File: config.mk
export PLATFORM = sky130hd
export DESIGN_NAME = elev_call_panel_flat
export DESIGN_NICKNAME = d
export VERILOG_FILES = /design/src/rtl/elev_call_panel_if.sv /design/src/rtl/elev_call_panel.sv /design/src/flat_wrapper.sv
export SDC_FILE = /design/constraint.sdc
export NUM_CORES = 1
export LEC_CHECK = 0
export ABC_AREA = 0
export BUFFER_PORTS_ARGS = -buffer_cell sky130_fd_sc_hd__buf_2
export CORE_MARGIN = 4
export CORE_UTILIZATION = 50
export DETAILED_ROUTE_END_ITERATION = 10
export PLACE_DENSITY = 0.69
export SKIP_CTS_REPAIR_TIMING = 1
export SYNTH_ARGS = -nofsm -noshare
export SYNTH_HDL_FRONTEND = slang
export SYNTH_SLANG_ARGS = --single-unit
File: constraint.sdc
create_clock -name clk -period 3.05 [get_ports clk]
set_input_delay 0.4575 -clock clk [delete_from_list [all_inputs] [get_ports clk]]
set_output_delay 0.4575 -clock clk [all_outputs]
set_load 0.05 [all_outputs]
File: src/rtl/elev_call_panel_if.sv
// Signal bundle between the floor call panel and the elevator controller.
// master = call panel side, slave = controller side.
interface elev_call_panel_if #(
    parameter int unsigned NUM_FLOORS = 4,
    parameter int unsigned FW         = (NUM_FLOORS > 1) ? $clog2(NUM_FLOORS) : 1
);
    logic [NUM_FLOORS-1:0] btn_raw;
    logic [FW-1:0]         floor_sel;
    logic                  door;
    logic [NUM_FLOORS-1:0] floor_btn;
    logic [NUM_FLOORS-1:0] pending;
    logic                  busy;

    modport master (
        input  btn_raw, floor_sel, door,
        output floor_btn, pending, busy
    );

    modport slave (
        output btn_raw, floor_sel, door,
        input  floor_btn, pending, busy
    );
endinterface

File: src/rtl/elev_call_panel.sv
// Floor call panel: synchronizes and debounces call buttons, latches pending calls and
// presents them one at a time in SCAN order, holding off for a door dwell after each service.
module elev_call_panel #(
    parameter int unsigned NUM_FLOORS      = 4,
    parameter int unsigned DEBOUNCE_CYCLES = 4,
    parameter int unsigned DWELL_CYCLES    = 8
) (
    input logic               clk,
    input logic               rst,
    elev_call_panel_if.master bus
);
    localparam int unsigned FW = (NUM_FLOORS > 1) ? $clog2(NUM_FLOORS) : 1;
    localparam int unsigned CW = $clog2(DEBOUNCE_CYCLES + 1);
    localparam int unsigned DW = (DWELL_CYCLES > 1) ? $clog2(DWELL_CYCLES) : 1;
    localparam logic [NUM_FLOORS-1:0] ONE = NUM_FLOORS'(1);

    typedef enum logic [1:0] {StIdle, StPresent, StDwell} state_e;

    state_e                         state_q, state_d;
    logic [NUM_FLOORS-1:0]          sync1_q, sync2_q;
    logic [NUM_FLOORS-1:0][CW-1:0]  deb_q, deb_d;
    logic [NUM_FLOORS-1:0]          pending_q, pending_d;
    logic [NUM_FLOORS-1:0]          floor_btn_q, floor_btn_d;
    logic [FW-1:0]                  target_q, target_d;
    logic                           dir_up_q, dir_up_d;
    logic [DW-1:0]                  dwell_q, dwell_d;

    logic [NUM_FLOORS-1:0] accept;
    logic [NUM_FLOORS-1:0] svc;
    logic [FW-1:0]         cur, above_idx, below_idx, pick;
    logic                  above_found, below_found, pick_up;

    assign cur = bus.floor_sel;

    // Counter saturates at DEBOUNCE_CYCLES so a held button yields a single accept.
    always_comb begin
        accept = '0;
        deb_d  = '0;
        for (int i = 0; i < NUM_FLOORS; i++) begin
            if (sync2_q[i]) begin
                deb_d[i] = deb_q[i];
                if (deb_q[i] != CW'(DEBOUNCE_CYCLES)) begin
                    deb_d[i] = deb_q[i] + 1'b1;
                end
                accept[i] = (deb_q[i] == CW'(DEBOUNCE_CYCLES - 1));
            end
        end
    end

    // An open door at a floor satisfies that floor; clearing beats a same-edge accept.
    always_comb begin
        svc       = bus.door ? (ONE << cur) : '0;
        pending_d = (pending_q | accept) & ~svc;
    end

    always_comb begin
        above_found = 1'b0;
        below_found = 1'b0;
        above_idx   = '0;
        below_idx   = '0;
        for (int i = NUM_FLOORS - 1; i >= 0; i--) begin
            if (pending_q[i] && (FW'(i) > cur)) begin
                above_found = 1'b1;
                above_idx   = FW'(i);
            end
        end
        for (int i = 0; i < NUM_FLOORS; i++) begin
            if (pending_q[i] && (FW'(i) < cur)) begin
                below_found = 1'b1;
                below_idx   = FW'(i);
            end
        end
        pick    = cur;
        pick_up = dir_up_q;
        if (pending_q[cur]) begin
            pick = cur;
        end else if (dir_up_q) begin
            if (above_found) begin
                pick = above_idx;
            end else begin
                pick    = below_idx;
                pick_up = 1'b0;
            end
        end else begin
            if (below_found) begin
                pick = below_idx;
            end else begin
                pick    = above_idx;
                pick_up = 1'b1;
            end
        end
    end

    always_comb begin
        state_d     = state_q;
        floor_btn_d = floor_btn_q;
        target_d    = target_q;
        dir_up_d    = dir_up_q;
        dwell_d     = dwell_q;
        case (state_q)
            StIdle: begin
                floor_btn_d = '0;
                if (|pending_q) begin
                    target_d    = pick;
                    dir_up_d    = pick_up;
                    floor_btn_d = ONE << pick;
                    state_d     = StPresent;
                end
            end
            StPresent: begin
                if ((cur == target_q) && bus.door) begin
                    floor_btn_d = '0;
                    dwell_d     = '0;
                    state_d     = StDwell;
                end
            end
            StDwell: begin
                floor_btn_d = '0;
                if (dwell_q == DW'(DWELL_CYCLES - 1)) begin
                    state_d = StIdle;
                end else begin
                    dwell_d = dwell_q + 1'b1;
                end
            end
            default: begin
                floor_btn_d = '0;
                state_d     = StIdle;
            end
        endcase
    end

    always_ff @(posedge clk or posedge rst) begin
        if (rst) begin
            state_q     <= StIdle;
            sync1_q     <= '0;
            sync2_q     <= '0;
            deb_q       <= '0;
            pending_q   <= '0;
            floor_btn_q <= '0;
            target_q    <= '0;
            dir_up_q    <= 1'b1;
            dwell_q     <= '0;
        end else begin
            state_q     <= state_d;
            sync1_q     <= bus.btn_raw;
            sync2_q     <= sync1_q;
            deb_q       <= deb_d;
            pending_q   <= pending_d;
            floor_btn_q <= floor_btn_d;
            target_q    <= target_d;
            dir_up_q    <= dir_up_d;
            dwell_q     <= dwell_d;
        end
    end

    assign bus.floor_btn = floor_btn_q;
    assign bus.pending   = pending_q;
    assign bus.busy      = (state_q != StIdle);

endmodule
File: src/flat_wrapper.sv
// flat-port wrapper written by rule: the top's interface ports become plain ports
module elev_call_panel_flat 
#(
    parameter int unsigned NUM_FLOORS      = 4,
    parameter int unsigned DEBOUNCE_CYCLES = 4,
    parameter int unsigned DWELL_CYCLES    = 8
)
  (clk, rst, bus_btn_raw, bus_floor_sel, bus_door, bus_floor_btn, bus_pending, bus_busy);
  elev_call_panel_if #(.NUM_FLOORS(NUM_FLOORS)) bus_i ();
  input logic clk;
  input logic rst;
  input wire logic [$bits(bus_i.btn_raw)-1:0] bus_btn_raw;
  input wire logic [$bits(bus_i.floor_sel)-1:0] bus_floor_sel;
  input wire logic [$bits(bus_i.door)-1:0] bus_door;
  output wire logic [$bits(bus_i.floor_btn)-1:0] bus_floor_btn;
  output wire logic [$bits(bus_i.pending)-1:0] bus_pending;
  output wire logic [$bits(bus_i.busy)-1:0] bus_busy;
  assign bus_i.btn_raw = bus_btn_raw;
  assign bus_i.floor_sel = bus_floor_sel;
  assign bus_i.door = bus_door;
  assign bus_floor_btn = bus_i.floor_btn;
  assign bus_pending = bus_i.pending;
  assign bus_busy = bus_i.busy;
  elev_call_panel #(.NUM_FLOORS(NUM_FLOORS), .DEBOUNCE_CYCLES(DEBOUNCE_CYCLES), .DWELL_CYCLES(DWELL_CYCLES)) u_core (.clk(clk), .rst(rst), .bus(bus_i));
endmodule
==> reports/results.txt <==
worst hold path type: in2async
ANT nets after route: 0
Power Density: 959 nW/µm²
DRC: 0
Yosys warnings: 0
Gate power share: 42.1%
Finished Core Util: 56.7%
Setup TNS: 0 ns
RSZ-0062 raised after global routing: no
vias per std cell: 5.30
CP endpoint kind: primary output
post-synth cell types: 43
later-pin clock latency in the skew report: 0.29 ns
Avg Inst Size Synth: 10.7 µm²
first-pass GRT wire length: 6.07 mm
worst reg2reg setup slack: 1.37 ns
Crit Path Max Fanout: 8
top post-synthesis cells by area: dfrtp_1 (47%), ha_1 (9.3%), a21oi_1 (4.0%), inv_1 (3.6%), nand2_1 (3.4%)
n_diodes: 0
most common cell in the netlist: dfrtp_1
critical path required time: 2.59 ns
CTS clk-pin slew, worst paths: 0.07 ns
drt total wl: 3.38 mm
total number of vias: 1298
IO buf count: 17
post-synthesis sequential area ratio: 48.0%
cell accounting for the most synthesized area: dfrtp_1
Clock power frac: 17.7%
Setup Skew: 0.00415 ns
R2R Path Start: u_core.bus.pending[2]
root buf cell: clkbuf_8
Final period util: 58.1%
Mapped Nets: 199
CTS Buffer Depth: 2
cts bufs inserted: 5
Iter 0 DRT Violations: 97
largest net degree at the start of global routing: 37
CP arrival: 1.31 ns
max_slew headroom: 67.9%
First-pass DRT Iterations: 4
clk sinks: 36
VDD IR-drop max: 0.397 mV
Synth async-reset ratio: 100%
status: completed
Final GP Congestion: 0.850
Sw Pwr: 0.841 mW
CP Launch Type: flip-flop
H-Tree Depth: 2
Synth Register Bits: 36
Layout area overhead: 10.4%
Worst-Margin Slew: 0.480 ns
Core ar.: 3660 µm²
Mapped Cells: 176
GRT Overall Usage: 15.8%
Filler Cell Count: 329
commonest cells in the netlist: dfrtp_1 (35), inv_1 (18), nand2_1 (17), a21oi_1 (15), ha_1 (14)
Tmin final: 1.77 ns
die width: 69.3 µm
Lkg Pwr: 0.984 nW
final global-route overflow total: 0
fmax: 564 MHz
Final HPWL DP: 2.46 mm
Final Hold Viols: 0
Synth top area share: 46.6%
EDFF count, synth: 0
sequential power share: 40.2%
starting density of the core: 51.4%
internal power: 1.15 mW
io pins: 18
average wire per standard cell: 13.8 µm
vias in the first global route: 1353
ys flop type: dfrtp_1
Vert. Die Dim: 69.3 µm
TritonCTS clock tree: yes
Syn Std Cell Area: 1880 µm²
row count: 22
number of max-cap violations: 0
setup ws final: 1.28 ns
type of the worst setup path: reg2out
switching power share of the total: 42.3%
pre-CTS WS: 1.20 ns
final net count: 219
initial antenna violation count: 0
Final Max Tran Viols: 0
reg-to-reg endpoint: u_core.bus.floor_btn[2]
r2r worst-path depth: 5
die area: 4810 µm²
Finish-stage setup viols: 0
layout cells sized above 1: 18.8%
-- how the worst max path moves through the flow --
stage | start | end | cells after the start
6_report | u_core.state_q[1] | bus_busy | 3
5_1_grt | u_core.bus.pending[1] | u_core.bus.floor_btn[2] | 5
4_1_cts | u_core.state_q[1] | bus_busy | 3
3_5_place_dp | bus_floor_sel[0] | u_core.dir_up_q | 6
3_3_place_gp | bus_floor_sel[0] | u_core.bus.floor_btn[2] | 6
2_1_floorplan | u_core.bus.pending[2] | u_core.bus.floor_btn[2] | 6
-- per-layer routing --
layer	part of all wire, %	GRT usage, %
met1	44	18.7
met2	49	26.0
met3	4.3	5.36
met4	1.9	6.72
met5	0	0
-- metrics by stage --
stage | instance area [µm²] | hold WS [ns] | power (mW) | std cells
finish | 2080 | 0.260 | 1.99 | 245
global route | 2080 | 0.250 | 2.16 | 245
CTS | 2080 | 0.264 | 2.01 | 245
detailed placement | 1980 | 0.335 | 1.65 | 237
global placement | 1980 | 0.332 | 1.59 | 237
floorplan | 1880 | 0.331 | 1.47 | 176
-- logic make-up (layout without fill, tap and decap cells) --
| group | after synthesis | count (layout) | synth area share, % |
|---|---|---|---|
| buffers and inverters | 23 | 44 | 6.25 |
| DFF | 36 | 36 | 48.0 |
| xor gates and xnor gates | 6 | 6 | 2.79 |
| adders and majority gates | 14 | 14 | 9.31 |
| and+or+nand+nor | 46 | 46 | 11.8 |
| muxes | 4 | 4 | 2.33 |
| AOI/OAI and AO/OA | 47 | 47 | 19.5 |
-- layout by cell type (no fill, tap or decap), types with 2 or more instances in the layout --
cell type / instances
dfrtp_1: 35
inv_1: 18
nand2_1: 17
buf_2: 17
a21oi_1: 15
ha_1: 14
a21boi_0: 8
nor2_1: 7
xnor2_1: 6
clkbuf_8: 6
and2_1: 4
nand3_1: 4
nor2b_1: 3
nand2b_1: 3
a31oi_1: 3
o21ai_0: 2
o21ai_2: 2
mux2_2: 2
nor3_1: 2
a22o_1: 2
o21ai_1: 2
clkinv_2: 2
-- layout make-up --
| type | count | area (µm²) | share of cell area [%] |
|---|---|---|---|
| clock inverter | 2 | 10.0 | 0.482 |
| clock buffer | 6 | 82.6 | 3.98 |
| timing repair buffer | 18 | 92.6 | 4.46 |
| sequential | 36 | 902 | 43.5 |
| inverter | 18 | 67.6 | 3.25 |
| tap | 48 | 60.1 | 2.89 |
| multi-input combinational | 117 | 861 | 41.5 |
-- flip-flops by register name (all words and copies together) (netlist names) --
name and flops:
u_core.sync2_q 4, u_core.sync1_q 4, u_core.state_q 2, u_core.dwell_q 3
u_core.bus.pending 4, u_core.bus.floor_btn 4, u_core.target_q 2, u_core.dir_up_q 1
u_core.deb_q 12
-- worst max-delay path, cell delays in order (launching register included) --
cell and delay (ns):
dfrtp_1 0.47, nor2_1 0.28, inv_1 0.07, buf_2 0.21
-- power groups by stage --
stage | Combinational [mW] | Sequential (mW) | Clock [mW]
final | 0.838 | 0.800 | 0.352
after global routing | 0.949 | 0.828 | 0.386
after CTS | 0.851 | 0.802 | 0.360
after detailed placement | 0.844 | 0.811 | 0
after global placement | 0.796 | 0.797 | 0
after floorplan | 0.616 | 0.855 | 0
No activity file was read; power rests on OpenSTA's default activity.
